File: config.mk
export PLATFORM = sky130hd
export DESIGN_NAME = skew_stream_arbiter
export DESIGN_NICKNAME = d
export VERILOG_FILES = /design/src/rtl/skew_stream_pkg.sv /design/src/rtl/skew_stream_arbiter_skew.sv /design/src/rtl/skew_stream_arbiter.sv
export SDC_FILE = /design/constraint.sdc
export NUM_CORES = 1
export LEC_CHECK = 0
export CORE_MARGIN = 4
export CORE_UTILIZATION = 38
export CTS_CLUSTER_DIAMETER = 40
export DETAILED_ROUTE_END_ITERATION = 8
export HOLD_SLACK_MARGIN = 0.12
export PLACE_DENSITY_LB_ADDON = 0.1
export SLEW_MARGIN = 20
export SYNTH_ARGS = -nofsm -noshare
export SYNTH_HDL_FRONTEND = slang
export SYNTH_HIERARCHICAL = 1
export SYNTH_SLANG_ARGS = --single-unit
File: constraint.sdc
create_clock -name clk -period 5.5 [get_ports clk]
set_input_delay 1.1 -clock clk [delete_from_list [all_inputs] [get_ports clk]]
set_output_delay 1.1 -clock clk [all_outputs]
set_load 0.005 [all_outputs]
File: src/rtl/skew_stream_pkg.sv
// skew_stream_pkg: shared FSM states, index constants and diagonal-skip sequencing (SKEW_SKIP_DIAG_EN) for skew_stream_arbiter
package skew_stream_pkg;
  typedef enum logic {IDLE, STREAM} state_t;
  localparam int NUM_ELEM = 9;
  localparam int IDX_W = 4;
  localparam logic [IDX_W-1:0] DIAG0 = 4'd0;
  localparam logic [IDX_W-1:0] DIAG1 = 4'd4;
  localparam logic [IDX_W-1:0] DIAG2 = 4'd8;
`ifdef SKEW_SKIP_DIAG_EN
  localparam bit SKIP_DIAG = 1'b1;
  localparam logic [IDX_W-1:0] FIRST_IDX = 4'd1;
  localparam logic [IDX_W-1:0] LAST_IDX = 4'd7;
`else
  localparam bit SKIP_DIAG = 1'b0;
  localparam logic [IDX_W-1:0] FIRST_IDX = DIAG0;
  localparam logic [IDX_W-1:0] LAST_IDX = DIAG2;
`endif
  function automatic logic [IDX_W-1:0] next_idx(input logic [IDX_W-1:0] i);
    logic [IDX_W-1:0] n;
    n = i + 1'b1;
    return (SKIP_DIAG && n == DIAG1) ? n + 1'b1 : n;
  endfunction
endpackage

File: src/rtl/skew_stream_arbiter_skew.sv
// skew_symmetric: vec[2:0] (x,y,z) -> mat[8:0] row-major skew matrix, negation by sign-bit flip, diagonal +0.0
module skew_symmetric #(
  parameter int WIDTH = 32
) (
  input  logic [2:0][WIDTH-1:0] vec,
  output logic [8:0][WIDTH-1:0] mat
);
  localparam logic [WIDTH-1:0] SIGN = {1'b1, {(WIDTH-1){1'b0}}};
  localparam logic [WIDTH-1:0] ZERO = '0;
  assign mat = {ZERO, vec[0] ^ SIGN, vec[1], vec[0], ZERO, vec[2] ^ SIGN, vec[1] ^ SIGN, vec[2], ZERO};
endmodule

File: src/rtl/skew_stream_arbiter.sv
// skew_stream_arbiter: round-robin grant of req_valid/req_ready/req_vec, streams 3x3 skew matrix on out_valid/out_ready/out_data/out_idx/out_tag/out_last, busy in STREAM; SKEW_SKIP_DIAG_EN skips diagonal beats
module skew_stream_arbiter
  import skew_stream_pkg::*;
#(
  parameter int WIDTH = 32,
  parameter int NUM_REQ = 2,
  parameter int TAG_W = $clog2(NUM_REQ)
) (
  input  logic                              clk,
  input  logic                              rst,
  input  logic [NUM_REQ-1:0]                req_valid,
  output logic [NUM_REQ-1:0]                req_ready,
  input  logic [NUM_REQ-1:0][2:0][WIDTH-1:0] req_vec,
  output logic                              out_valid,
  input  logic                              out_ready,
  output logic [WIDTH-1:0]                  out_data,
  output logic [IDX_W-1:0]                  out_idx,
  output logic [TAG_W-1:0]                  out_tag,
  output logic                              out_last,
  output logic                              busy
);
  state_t state, state_nx;
  logic [TAG_W-1:0] rr_ptr, tag_q, g, j;
  logic [IDX_W-1:0] idx;
  logic [2:0][WIDTH-1:0] vec_q;
  logic [8:0][WIDTH-1:0] mat;
  logic found, accept, beat, at_last;
  always_comb begin
    found = 1'b0;
    g = '0;
    j = '0;
    for (int k = NUM_REQ - 1; k >= 0; k--) begin
      j = TAG_W'((int'(rr_ptr) + k) % NUM_REQ);
      if (req_valid[j]) begin
        found = 1'b1;
        g = j;
      end
    end
  end
  assign accept = state == IDLE && found;
  assign beat = state == STREAM && out_ready;
  assign at_last = idx == LAST_IDX;
  assign req_ready = accept ? {{(NUM_REQ-1){1'b0}}, 1'b1} << g : '0;
  always_comb begin
    state_nx = state;
    state_nx = accept ? STREAM : (beat && at_last) ? IDLE : state;
  end
  always_ff @(posedge clk or posedge rst) begin
    if (rst) begin
      state <= IDLE;
      rr_ptr <= '0;
      idx <= '0;
      vec_q <= '0;
      tag_q <= '0;
    end else begin
      state <= state_nx;
      if (accept) begin
        vec_q <= req_vec[g];
        tag_q <= g;
        rr_ptr <= TAG_W'((int'(g) + 1) % NUM_REQ);
      end
      if (accept || beat) idx <= (accept || at_last) ? FIRST_IDX : next_idx(idx);
    end
  end
  skew_symmetric #(.WIDTH(WIDTH)) u_skew (.vec(vec_q), .mat(mat));
  assign out_valid = state == STREAM;
  assign busy = out_valid;
  assign out_data = mat[idx];
  assign out_idx = idx;
  assign out_tag = tag_q;
  assign out_last = out_valid && at_last;
endmodule

==> impl.org <==
** STA
- Setup violations remaining at the end of the flow were counted as 0.
- The number of endpoints with negative hold slack in the final report came to 0.
- Crit path time final :: ~4.2 ns
- Final cycle utilization of the critical path :: between 70% and 80%
- Maximum clock skew at final layout :: 0.0113 ns
- Headroom to the max-slew limit came out at between 30% and 40%.
- Based on the critical path, the design can be clocked at up to about 0.24 GHz.
- Sum of negative setup slack :: 0 ns
- Slew of the pin with the lowest slew margin :: roughly 0.95 ns
- RSZ-0062 raised after global routing :: no
- Max-slew violation total from the final report :: 0

** Layout
- Post-layout instance area :: a little over 0.01 mm²
- Antenna diodes :: 0
- Net count of the finished layout :: ~1,100
- Cells with a size suffix above 1 make up roughly 15% of the layout.
- Relative to the synthesized area, the layout overhead comes to 12.0%.

** CTS
- Total number of clock tree sinks :: about 100
- After clock tree synthesis, the clock-pin slew on the worst setup and hold paths is roughly 0.080 ns.
- In this run the post-CTS setup repair buffer count came out at 0.
- Cts hold-fix bufs :: 0
- Clk Latency, worst-skew pair :: approximately 0.36 ns
- Number of buffers between clock root and the deepest sink :: 2
- TritonCTS built the clock tree.
- Number of levels the H-tree was split into :: 3
- Total CTS buffers :: 9
- Clock tree synthesis selected as its root buffer the cell sky130_fd_sc_hd__clkbuf_16.
- Post-cts resize count :: 0

** Global route
- For this run, the total global-route usage over all layers was measured as between 10% and 20%.
- The number of global-route vias before repair came to ~5,800.
- Entering global routing, the biggest net connects 100 pins.
- The number of antenna violations at the first check in global routing was 1.
- The first global-routing pass estimated 37,100 µm of wire.
- Leftover overflow at the end of global routing :: 0

** Logic synthesis
- Counting flops with a built-in enable in the synthesized netlist gives 0.
- Share of synthesized area occupied by flip-flops and latches :: around 29%
- In this run the cell area of the synthesized design comes to 0.00899 mm².
- Synth unique cells :: 33
- After synthesis, the share of flip-flops with an asynchronous set or reset is 100%.
- In this run, synthesis produced a sequential element count of around 100.
- In the synthesized netlist, the number of instances is 910.
- Count of synthesis-stage warnings from yosys :: 6
- Per-instance average area after synthesis :: between 9 and 10 µm²
- Main synth FF type :: sky130_fd_sc_hd__dfrtp_1

** Placed design
- Global placement routability congestion :: 0.820
- During placement, the flow inserted port buffers numbering 238.
- Post-detailed-placement cell area :: slightly below 0.01 mm²
- The HPWL after detailed placement is ~17,000 µm.

** Detailed routing
- Using the TritonRoute via totals, the vias-per-cell ratio works out to 4.86.
- The first detailed-routing pass ran for 4 iterations.
- In this run the remaining antenna-violating nets after routing total 0.
- Final routed wire length divided by cell count :: about 20 µm
- Via count of the routed design :: about 6,000
- Remaining routing DRC violations :: 0
- The first routing iteration left about 370 violations.
- Wires add up to 24,600 µm.

** Floorplan
- 239 I/O pins were placed.
- Placeable core region :: approximately 0.023 mm²
- Die H :: 162 µm
- Effective utilization at floorplan :: a little under 40%
- Standard-cell row count :: 56
- Width of the die :: approximately 160 µm
- Die Outline Area :: approximately 0.026 mm²

** Critical path
- Nature of the critical path endpoint :: output port
- At the worst endpoint, the required time is between 4 and 5 ns.
- Critical path startpoint category :: flip-flop
- In this run the worst path has a maximum fanout of 60.
- For the worst setup path, the data arrival time is 3.12 ns.
- The critical path is of the reg2out type.
- The number of cells on the worst reg-to-reg path is 5.

** Run status
- The run finished with clean final reports.

** Power and ir drop
- Dividing total power by cell area gives a power density of around 500 mW/mm².
- In this run the static leakage power is 4.11 nW.
- Pint :: 3.16 mW
- In this run switching power makes up between 30% and 40% of total power.
- Worst vdd ir :: between 150 and 200 µV
- For this design the total switching power over the nets is 1.89 mW.
- Part of the total power dissipated in combinational logic :: a little under three fifths
- Per report_power, the clock group accounts for between 10% and 20% of the total.
- The share of total power dissipated in sequential elements is 30.7%.

** Worst hold path
- The tightest min-delay check is of the reg2reg type.
- Counting instances, the worst hold path has a depth of 1.

** Flow run
- The tool flagged a number of max-cap violations equal to 0.
[stage by stage]
stage | total power, mW | instances | setup slack [ns] | hold WS [ns] | utilization (%)
2_1_floorplan | 4.05 | 1005 | 1.70 | 0.474 | -
3_3_place_gp | 4.43 | 1227 | 1.65 | 0.480 | 41.8
3_5_place_dp | 4.43 | 1227 | 1.62 | 0.471 | 41.8
4_1_cts | 5.10 | 1242 | 1.22 | 0.503 | 43.0
5_1_grt | 5.40 | 1242 | 1.08 | 0.538 | 43.0
6_report | 5.04 | 1242 | 1.28 | 0.509 | 43.0
[synth_stat cells, types with 2 or more instances]
cell                       instances  share of area [%]
sky130_fd_sc_hd__mux2_2           64                8.0
sky130_fd_sc_hd__nand3_1           2               0.11
sky130_fd_sc_hd__ha_1              2               0.28
sky130_fd_sc_hd__and2_1           89                6.2
sky130_fd_sc_hd__inv_1             6               0.25
sky130_fd_sc_hd__buf_1             6               0.25
sky130_fd_sc_hd__buf_2            18                1.0
sky130_fd_sc_hd__nand2_1          38                1.6
sky130_fd_sc_hd__and2_0            7               0.49
sky130_fd_sc_hd__nor2_1           36                1.5
sky130_fd_sc_hd__or3_1             2               0.14
sky130_fd_sc_hd__a21o_1            2               0.17
sky130_fd_sc_hd__o31ai_1          32                2.7
sky130_fd_sc_hd__buf_4           288                 24
sky130_fd_sc_hd__inv_2             2              0.084
sky130_fd_sc_hd__buf_6             7               0.88
sky130_fd_sc_hd__mux4_2           32                8.0
sky130_fd_sc_hd__clkbuf_1         29                1.2
sky130_fd_sc_hd__o22ai_1          33                2.3
sky130_fd_sc_hd__a221o_1          96                 11
sky130_fd_sc_hd__a21oi_1           5               0.28
sky130_fd_sc_hd__dfrtp_1         103                 29
[power by group through the flow]
stage / Combinational, mW / Clock (mW) / Sequential [mW]
6_report: 2.85 / 0.638 / 1.55
5_1_grt: 3.10 / 0.688 / 1.61
4_1_cts: 2.89 / 0.666 / 1.55
3_5_place_dp: 2.87 / 0 / 1.56
3_3_place_gp: 2.87 / 0 / 1.55
2_1_floorplan: 2.76 / 0 / 1.29
[final timing paths]
path / startpoint / end / slack, ns
hold reg to reg: out_tag / out_tag / 0.51
max in group asynchronous: rst / vec_q[17] / 3.17
setup reg to reg: busy / vec_q[4] / 3.15
setup / recovery: out_idx[0] / out_data[1] / 1.28
min in group asynchronous: rst / vec_q[28] / 1.26
hold / removal: out_tag / out_tag / 0.51
[cell type report]
| cell class | instances | area, µm² |
|---|---|---|
| repair buffers | 252 | 2490 |
| inverters | 8 | 32.5 |
| fillers | 2357 | 13300 |
| flip-flops and latches | 103 | 2580 |
| clock inverters | 6 | 53.8 |
| clock buffers | 9 | 225 |
| multi-input cells | 545 | 4290 |
| well taps | 319 | 399 |
[critical path, cell delays in order, from the launching register on]
cell and delay (ns):
sky130_fd_sc_hd__dfrtp_4 1.02, sky130_fd_sc_hd__buf_4 0.49, sky130_fd_sc_hd__mux4_2 0.55, sky130_fd_sc_hd__nor2_1 0.11, sky130_fd_sc_hd__o31ai_1 0.08, sky130_fd_sc_hd__clkdlybuf4s50_1 0.50
[cell usage in the layout, fill, tap and decap left out, types with 5 or more instances in the layout]
cell                              instances
sky130_fd_sc_hd__a21oi_1                  5
sky130_fd_sc_hd__a221o_1                 96
sky130_fd_sc_hd__and2_0                   7
sky130_fd_sc_hd__and2_1                  89
sky130_fd_sc_hd__buf_4                   14
sky130_fd_sc_hd__clkbuf_16                9
sky130_fd_sc_hd__clkdlybuf4s50_1        238
sky130_fd_sc_hd__conb_1                  96
sky130_fd_sc_hd__dfrtp_1                101
sky130_fd_sc_hd__inv_1                    5
sky130_fd_sc_hd__mux2_2                  64
sky130_fd_sc_hd__mux4_2                  32
sky130_fd_sc_hd__nand2_1                 38
sky130_fd_sc_hd__nor2_1                  36
sky130_fd_sc_hd__o22ai_1                 33
sky130_fd_sc_hd__o31ai_1                 32
[metal layers]
layer,GRT usage (%),part of all wire (%)
met1,29.5,51
met4,3.11,0.64
met3,5.05,7.9
met2,24.6,41
met5,0,0.049
[kinds of logic (layout without fill, tap and decap cells)]
group	count (synthesis)	in the layout	synth area share [%]
buffers and inverters	357	275	27.8
AND/OR/NAND/NOR	180	180	10.6
AO/OA/AOI/OAI	171	171	16.6
flip-flops	103	103	28.7
multiplexers	96	96	16.0
adder cells (fa/ha/maj)	2	2	0.278
other	1	96	0.0417
[flip-flops by register name, summed over array words and instances (netlist names)]
| register | count |
|---|---|
| rr_ptr | 1 |
| vec_q | 96 |
| out_idx | 4 |
| out_tag | 1 |
| busy | 1 |
No activity file was read; power rests on OpenSTA's default activity.
